## src/rtl/inertial_inv_bank.sv

```systemverilog
// Multi-channel clocked delay/inverter with runtime-selectable transport or
// inertial (glitch-swallowing) behaviour; channels are fully independent.
module inertial_inv_bank #(
    parameter int WIDTH  = 4,
    parameter int DELAY  = 3,
    parameter int INVERT = 1
) (
    input  logic             clk,
    input  logic             rst_n,
    input  logic [WIDTH-1:0] in,
    input  logic             mode,
    output logic [WIDTH-1:0] out,
    output logic [WIDTH-1:0] suppressed
);

    localparam int CW = (DELAY > 1) ? $clog2(DELAY) : 1;
    localparam logic [CW-1:0] CNT_MAX = CW'(DELAY - 1);
    localparam logic INV_BIT = (INVERT != 0);
    // Reset value is the response to in=0.
    localparam logic RST_VAL = INV_BIT;

    for (genvar i = 0; i < WIDTH; i++) begin : g_ch
        logic          target;
        logic          tail;
        logic          out_q;
        logic          supp_q;
        logic [CW-1:0] cnt;

        assign target = in[i] ^ INV_BIT;

        if (DELAY > 1) begin : g_sr
            logic [DELAY-2:0] sr;

            // History shifts on every edge so transport stays valid across mode switches.
            always_ff @(posedge clk or negedge rst_n) begin
                if (!rst_n) begin
                    sr <= {(DELAY - 1){RST_VAL}};
                end else begin
                    sr[0] <= target;
                    for (int j = 1; j < DELAY - 1; j++) begin
                        sr[j] <= sr[j-1];
                    end
                end
            end

            assign tail = sr[DELAY-2];
        end else begin : g_nosr
            assign tail = target;
        end

        always_ff @(posedge clk or negedge rst_n) begin
            if (!rst_n) begin
                out_q  <= RST_VAL;
                cnt    <= '0;
                supp_q <= 1'b0;
            end else if (!mode) begin
                out_q  <= tail;
                cnt    <= '0;
                supp_q <= 1'b0;
            end else if (target != out_q) begin
                supp_q <= 1'b0;
                if (cnt == CNT_MAX) begin
                    out_q <= target;
                    cnt   <= '0;
                end else begin
                    cnt <= cnt + CW'(1);
                end
            end else begin
                // A run that ended before reaching DELAY samples is a swallowed glitch.
                supp_q <= (cnt != '0);
                cnt    <= '0;
            end
        end

        assign out[i]        = out_q;
        assign suppressed[i] = supp_q;
    end

endmodule

```

## config.mk

```make
export PLATFORM = sky130hd
export DESIGN_NAME = inertial_inv_bank
export DESIGN_NICKNAME = d
export VERILOG_FILES = /design/src/rtl/inertial_inv_bank.sv
export SDC_FILE = /design/constraint.sdc
export NUM_CORES = 1
export LEC_CHECK = 0
export CORE_UTILIZATION = 45
export CTS_CLUSTER_DIAMETER = 80
export DETAILED_ROUTE_END_ITERATION = 6
export GPL_TIMING_DRIVEN = 0
export PLACE_DENSITY = 0.67
export SLEW_MARGIN = 20
export SYNTH_ARGS = -nofsm -noshare
export SYNTH_HDL_FRONTEND = slang
export SYNTH_SLANG_ARGS = --single-unit
```

## constraint.sdc

```tcl
create_clock -name clk -period 1.3 [get_ports clk]
set_input_delay 0.195 -clock clk [delete_from_list [all_inputs] [get_ports clk]]
set_output_delay 0.195 -clock clk [all_outputs]
set_load 0.005 [all_outputs]
```

==> summary.txt, run 1 <==
Synthesis
  • Synth cell types: 17
  • Primary FF master, synth: dfstp_2
  • Top cell type's share of synthesized area: 31.2%
  • Synth Area per Inst: 13.8 um^2
  • Ranking of synthesized cells by area: dfstp_2 31%, dfrtp_1 30%, and4bb_1 8.7%
  • Synth Net Count: 80
  • Post-synth EDFFs: 0
  • Cell count after synthesis: 73
  • Post-synth top area cell: dfstp_2
  • Mapped cell area: 0.00101 mm^2
  • Register area share after synthesis: 60.9%
  • Count of state elements after synthesis: 24
  • Async SR Flop Fraction: between 90% and 100%
  • Synth Warn #: 0
  • Synth cell count leaders: 12 x dfrtp_1, 12 x dfstp_2, 8 x buf_4

STA
  • Setup-failing EPs final: 0
  • PnR worst setup slack: 0.0583 ns
  • Max-slew violation count: 0
  • Slew HR: 65.9%
  • RSZ-0062 raised after global routing: no
  • Fmax: 805 MHz
  • Layout Skew: approximately 0.0047 ns
  • Setup_tns: 0 ns
  • Actual slew at the worst max-slew pin: 0.512 ns
  • Fin crit share: between 90% and 100%
  • Hold Fails Final Rpt: 0
  • Final min period: 1.24 ns

Routing
  • Via density: 5.09
  • Wirelength per Cell: 12.5 um
  • DRC: 0
  • Vias: ~630
  • ANT nets after route: 0
  • Final WL: 1.54 mm
  • Initial DRC Count: 0
  • DR pass1 iterations: 1

GRT
  • Global route overflow: 0
  • Vias in the first global route: 649
  • First-pass GRT wire length: 2.79 mm
  • Largest net degree at the start of global routing: 25
  • Total track usage: between 15 and 20%
  • Initial antenna violation count: 0

Clock tree
  • CTS tree: yes
  • Clock Path Buffers: 2
  • Worst-Skew Late Latency: 0.30 ns
  • CTS HTree Levels: 1
  • Clock Pin Slew Worst Setup and Hold Paths: 0.13 ns
  • Clock sink count: 24
  • Total CTS buffers: 3
  • CTS Root Cell: clkbuf_4

Flow run
  • Max_cap viols: 0

Critical path
  • Worst path top cell family by delay: flip-flops
  • Slowest CP cell: dfrtp_1
  • CP bufs+invs: 2
  • Critical path peak fanout: 1
  • Arrival @ worst endpoint: 1.05 ns
  • Setup CP Type: reg2out
  • Worst EP required: 1.11 ns
  • CP Launch Type: flop
  • Cell chain of the critical path: buf_4 > dlygate4sd2_1
  • Worst setup EP type: output pin
  • Biggest cell delay along the critical path: 0.38 ns
  • Reg2reg setup slack: 0.16 ns

Floorplan
  • Die height: 49.4 um
  • Die W: just under 50 um
  • Boundary pin count: 15
  • Num rows: 16
  • Die area: 0.00244 mm^2
  • Initial core utilization: a little under 50%
  • Core Region: 0.00204 mm^2

Place
  • Placed cell area: approximately 0.0012 mm^2
  • Post-DP HPWL: approximately 1.1 mm
  • Worst slack at placement: -0.160 ns
  • GPL Wtd Cong: 0.783
  • # port buffers: 14

Layout
  • Share of layout cells above drive strength 1: 35.4%
  • Cell area after layout: 0.00122 mm^2
  • Final nets: 104
  • Synthesis-to-layout area growth: 21.2%
  • Ant diodes: 0
  • FILL cells: about 190

Min path
  • Worst hold path class: reg2reg

Pwr
  • Pwr Total: around 0.0014 W
  • Static leakage: 0.594 nW
  • Peak supply drop: 0.000703 V
  • Pwr dens: 1150 mW/mm^2

Run status
  • Status: complete, no violations
-- per-layer routing --
metal / global-route usage, % / up-vias / wire (um)
li1: - / 298 / -
met1: 18.7 / 321 / 694
met2: 26.5 / 7 / 806
met3: 2.80 / 0 / 41
met4: 4.76 / 0 / 0
met5: 0 / - / 0
-- cell families after synthesis --
| family | Yosys count | share of synthesized area, % |
|---|---|---|
| flops | 24 | 60.9 |
| simple gates | 23 | 19.6 |
| buf+inv | 14 | 9.65 |
| compound gates | 8 | 6.44 |
| xor+xnor | 4 | 3.47 |
-- power by group --
part	total (W)	switching (W)	leakage [nW]	internal [W]
logic	0.000224	0.0000859	0.290	0.000138
registers	0.000854	0.0000341	0.289	0.000820
clock network	0.000325	0.000206	0.0150	0.000119
total	0.00140	0.000326	0.594	0.00108
-- state kept, by name, indices dropped and copies added, names as in the netlist --
register      flops
g_ch.supp_q       4
g_ch.out_q        4
g_ch.cnt          8
g_ch.g_sr.sr      8
-- path summary, 6_finish.rpt --
check / cells after the start / start / end
hold reg to reg: 0 / g_ch[3].g_sr.sr[0]$_DFF_PN1_ / g_ch[3].g_sr.sr[1]$_DFF_PN1_
hold / removal: 0 / g_ch[3].g_sr.sr[0]$_DFF_PN1_ / g_ch[3].g_sr.sr[1]$_DFF_PN1_
setup / recovery: 2 / g_ch[3].supp_q$_DFF_PN0_ / suppressed[3]
setup reg to reg: 3 / g_ch[1].out_q$_DFFE_PN1P_ / g_ch[1].supp_q$_DFF_PN0_
max in group asynchronous: 2 / rst_n / g_ch[2].g_sr.sr[1]$_DFF_PN1_
min in group asynchronous: 2 / rst_n / g_ch[1].cnt[1]$_DFF_PN0_
-- cells in the final DEF, fill, tap and decap left out --
master,count
dfstp_2,12
buf_6,2
clkdlybuf4s50_1,5
clkbuf_1,1
nor2_1,3
o21ai_0,3
inv_1,4
and4b_1,3
clkbuf_4,3
nor2b_1,4
clkdlybuf4s15_1,1
dfrtp_1,12
nor4b_1,1
dlygate4sd3_1,1
xnor2_1,3
xor2_1,1
nand2b_1,4
o211a_1,1
dlygate4sd2_1,3
and4bb_1,7
a311o_1,4
buf_4,13
nor4bb_1,1
buf_2,4
-- layout make-up --
| type | instances | area [um^2] | share of cell area [%] |
|---|---|---|---|
| sequential | 24 | 616 | 50.3 |
| multi-input combinational | 35 | 298 | 24.3 |
| timing repair buffer | 19 | 154 | 12.6 |
| buffer | 10 | 82.6 | 6.74 |
| tap | 27 | 33.8 | 2.76 |
| clock buffer | 4 | 26.3 | 2.15 |
| inverter | 4 | 15.0 | 1.23 |
-- per-stage QoR --
step | utilization [%] | cells | hold WS (ns)
floorplan | - | 73 | -0.101
CTS | 59.7 | 122 | 0.366
global route | 60.0 | 123 | 0.374
finish | 60.0 | 123 | 0.365
global placement | 58.0 | 114 | 0.345
detailed placement | 58.0 | 114 | 0.348
-- timing repair --
action	CTS	global route
endpoints found under the setup margin	8	1
gates resized for setup	17	1
hold buffers	0	1
setup buffers	4	0
hold endpoints to repair	0	12
Power figures use the tool's default switching activity.
==> inputs of run 2 (changes only) <==
--- a/config.mk
+++ b/config.mk
@@ -5,6 +5,7 @@
 export SDC_FILE = /design/constraint.sdc
 export NUM_CORES = 1
 export LEC_CHECK = 0
+export CAP_MARGIN = 20
 export CORE_UTILIZATION = 45
 export CTS_CLUSTER_DIAMETER = 80
 export DETAILED_ROUTE_END_ITERATION = 6
==> constraint.sdc (replaced) <==
create_clock -name clk -period 1.2 [get_ports clk]
set_input_delay 0.18 -clock clk [delete_from_list [all_inputs] [get_ports clk]]
set_output_delay 0.18 -clock clk [all_outputs]
set_load 0.005 [all_outputs]
==> run 2 against run 1 <==
Final area is 0.82% lower. Via count is 2.6% lower. Largest power group unchanged. Wire length fell by 1.2%. Cell count fell by 3.3%. Sequential power up 8.8%. Core utilization decreased by 0.49 points. Clock-buffer cell count unchanged. Critical path depth down 1. Clock power increased by 9.5%. Sequential share of layout area rose by 0.41 points. Worst setup slack better by 0.011 ns. Largest cell class unchanged. Die area unchanged.
==> summary.txt, run 2 (synthesis gave the netlist of run 1 again) <==
Run status
  • Status: complete, no violations

Routing
  • DRC: 0 (unchanged)
  • Wirelength per Cell: 12.8 um (+2.2%)
  • DR pass1 iterations: 2 (+1)
  • Vias: 610 (-2.6%)
  • ANT nets after route: 0 (unchanged)
  • Via density: 5.13 (+0.72%)
  • Final WL: 1.53 mm (-1.2%)
  • Initial DRC Count: 1 (+1)

STA
  • RSZ-0062 raised after global routing: yes
  • Max-slew violation count: 0 (unchanged)
  • Final min period: 1.13 ns
  • Fmax: 884 MHz
  • Slew HR: 65.4% (-0.52 points)
  • Setup-failing EPs final: 0 (unchanged)
  • Layout Skew: 0.00415 ns (-0.000596 ns)
  • Hold Fails Final Rpt: 0 (unchanged)
  • Actual slew at the worst max-slew pin: 0.520 ns (+0.00784 ns)
  • Fin crit share: 94.2%

GRT
  • Total track usage: 14.8% (-0.27 points)
  • Global route overflow: 0 (unchanged)
  • Initial antenna violation count: 0 (unchanged)
  • Vias in the first global route: 633 (-2.5%)
  • First-pass GRT wire length: 2.74 mm (-2.0%)
  • Largest net degree at the start of global routing: 25 (unchanged)

Floorplan
  • Die W: 49.4 um (unchanged)
  • Num rows: 16 (unchanged)
  • Initial core utilization: 49.5% (unchanged)
  • Die area: 0.00244 mm^2 (unchanged)
  • Core Region: 0.00204 mm^2 (unchanged)
  • Boundary pin count: 15 (unchanged)
  • Die height: 49.4 um (unchanged)

Critical path
  • CP Launch Type: flop
  • Worst path top cell family by delay: flip-flops
  • CP bufs+invs: 1 (-1)
  • Critical path peak fanout: 2 (+1)
  • Cell chain of the critical path: buf_6
  • Slowest CP cell: dfstp_2
  • Biggest cell delay along the critical path: 0.56 ns (+0.18 ns)
  • Setup CP Type: reg2out
  • Worst EP required: 1.02 ns (-0.09 ns)
  • Arrival @ worst endpoint: 0.95 ns (-0.10 ns)
  • Worst setup EP type: output pin

Layout
  • Ant diodes: 0 (unchanged)
  • Final nets: 100 (-3.8%)
  • Most frequent cells in the layout: 12 x dfrtp_1, 12 x dfstp_2, 8 x buf_4
  • Final Core Density: 59.5% (-0.49 points)
  • Synthesis-to-layout area growth: 20.2%
  • Biggest regs: g_ch.cnt: 8 flops, g_ch.g_sr.sr: 8 flops
  • Share of layout cells above drive strength 1: 39.1% (+3.7 points)

Pwr
  • Pwr Total: 0.00153 W (+8.7%)
  • Internal: 0.00117 W (+8.2%)
  • Net switching power: 0.000360 W (+10%)
  • Peak supply drop: 0.000758 V (+7.8%)
  • Sequential Power Share: 60.9% (about the same)
  • Static leakage: 0.573 nW (-3.5%)
  • Combinational share of power: 15.8% (about the same)
  • Clock Power Share: 23.4% (+0.2 points)
  • Pwr dens: 1260 mW/mm^2 (+9.6%)
  • Switching Fraction: 23.6% (+0.37 points)

Flow run
  • Max_cap viols: 0 (unchanged)

Clock tree
  • CTS tree: yes
  • Clock Pin Slew Worst Setup and Hold Paths: 0.13 ns (about the same)
  • Clock Path Buffers: 2 (unchanged)
  • Total CTS buffers: 3 (unchanged)
  • Clock sink count: 24 (unchanged)
  • CTS HTree Levels: 1 (unchanged)
  • Worst-Skew Late Latency: 0.30 ns (about the same)
  • CTS Root Cell: clkbuf_4

Place
  • Post-DP HPWL: 1.07 mm (unchanged)
  • # port buffers: 14 (unchanged)
  • GPL Wtd Cong: 0.783 (unchanged)

Min path
  • Worst hold path class: in2async
run 2: final timing paths:
check / startpoint / to / slack (ns) / cells after the start
max: g_ch[2].out_q$_DFFE_PN1P_ / out[2] / 0.07 / 1
min reg2reg: g_ch[3].g_sr.sr[0]$_DFF_PN1_ / g_ch[3].g_sr.sr[1]$_DFF_PN1_ / 0.37 / 0
min in group clk: g_ch[3].g_sr.sr[0]$_DFF_PN1_ / g_ch[3].g_sr.sr[1]$_DFF_PN1_ / 0.37 / 0
max in group asynchronous: rst_n / g_ch[2].out_q$_DFFE_PN1P_ / 0.47 / 2
max reg2reg: g_ch[3].out_q$_DFFE_PN1P_ / g_ch[3].cnt[1]$_DFF_PN0_ / 0.08 / 3
min: rst_n / g_ch[1].cnt[1]$_DFF_PN0_ / 0.37 / 2
run 2: final cells by class:
class | instances | area [um^2]
tap | 27 | 33.8
inverter | 4 | 15.0
fill | 181 | 827
buffer | 6 | 52.6
clock buffer | 4 | 26.3
timing repair buffer | 19 | 160
sequential | 24 | 616
multi-input combinational | 35 | 312
run 2: layer usage:
| layer | wire length, um | part of all wire (%) | GRT usage [%] |
|---|---|---|---|
| met1 | 693 | 45 | 18.5 |
| met2 | 797 | 52 | 25.8 |
| met3 | 34 | 2.2 | 2.80 |
| met4 | 0 | 0 | 4.76 |
| met5 | 0 | 0 | 0 |
run 2: what timing repair did:
action,in CTS,in global routing
cloned,0,0
buffers inserted,4,0
endpoints found under the setup margin,8,7
hold buffers,0,1
gates resized for setup,31,5
hold endpoints to repair,0,12
pin swaps,0,1
run 2: per-stage QoR:
step                std cells  setup WS, ns  hold WS (ns)  area (um^2)  TNS, ns
floorplan                  73         0.246        -0.116         1010        0
global placement          114        -0.261         0.345         1180    -5.95
detailed placement        114        -0.245         0.348         1180    -5.94
CTS                       119       -0.0188         0.366         1220  -0.0188
global route              119       -0.0186         0.374         1210  -0.0334
finish                    119        0.0693         0.365         1210        0
run 2: power by group through the flow:
| stage | logic, W | registers [W] | clock network [W] |
|---|---|---|---|
| 2_1_floorplan | 0.000134 | 0.000934 | 0 |
| 3_5_place_dp | 0.000235 | 0.000948 | 0 |
| 3_3_place_gp | 0.000231 | 0.000943 | 0 |
| 6_report | 0.000240 | 0.000929 | 0.000356 |
| 5_1_grt | 0.000266 | 0.000940 | 0.000401 |
| 4_1_cts | 0.000248 | 0.000929 | 0.000369 |
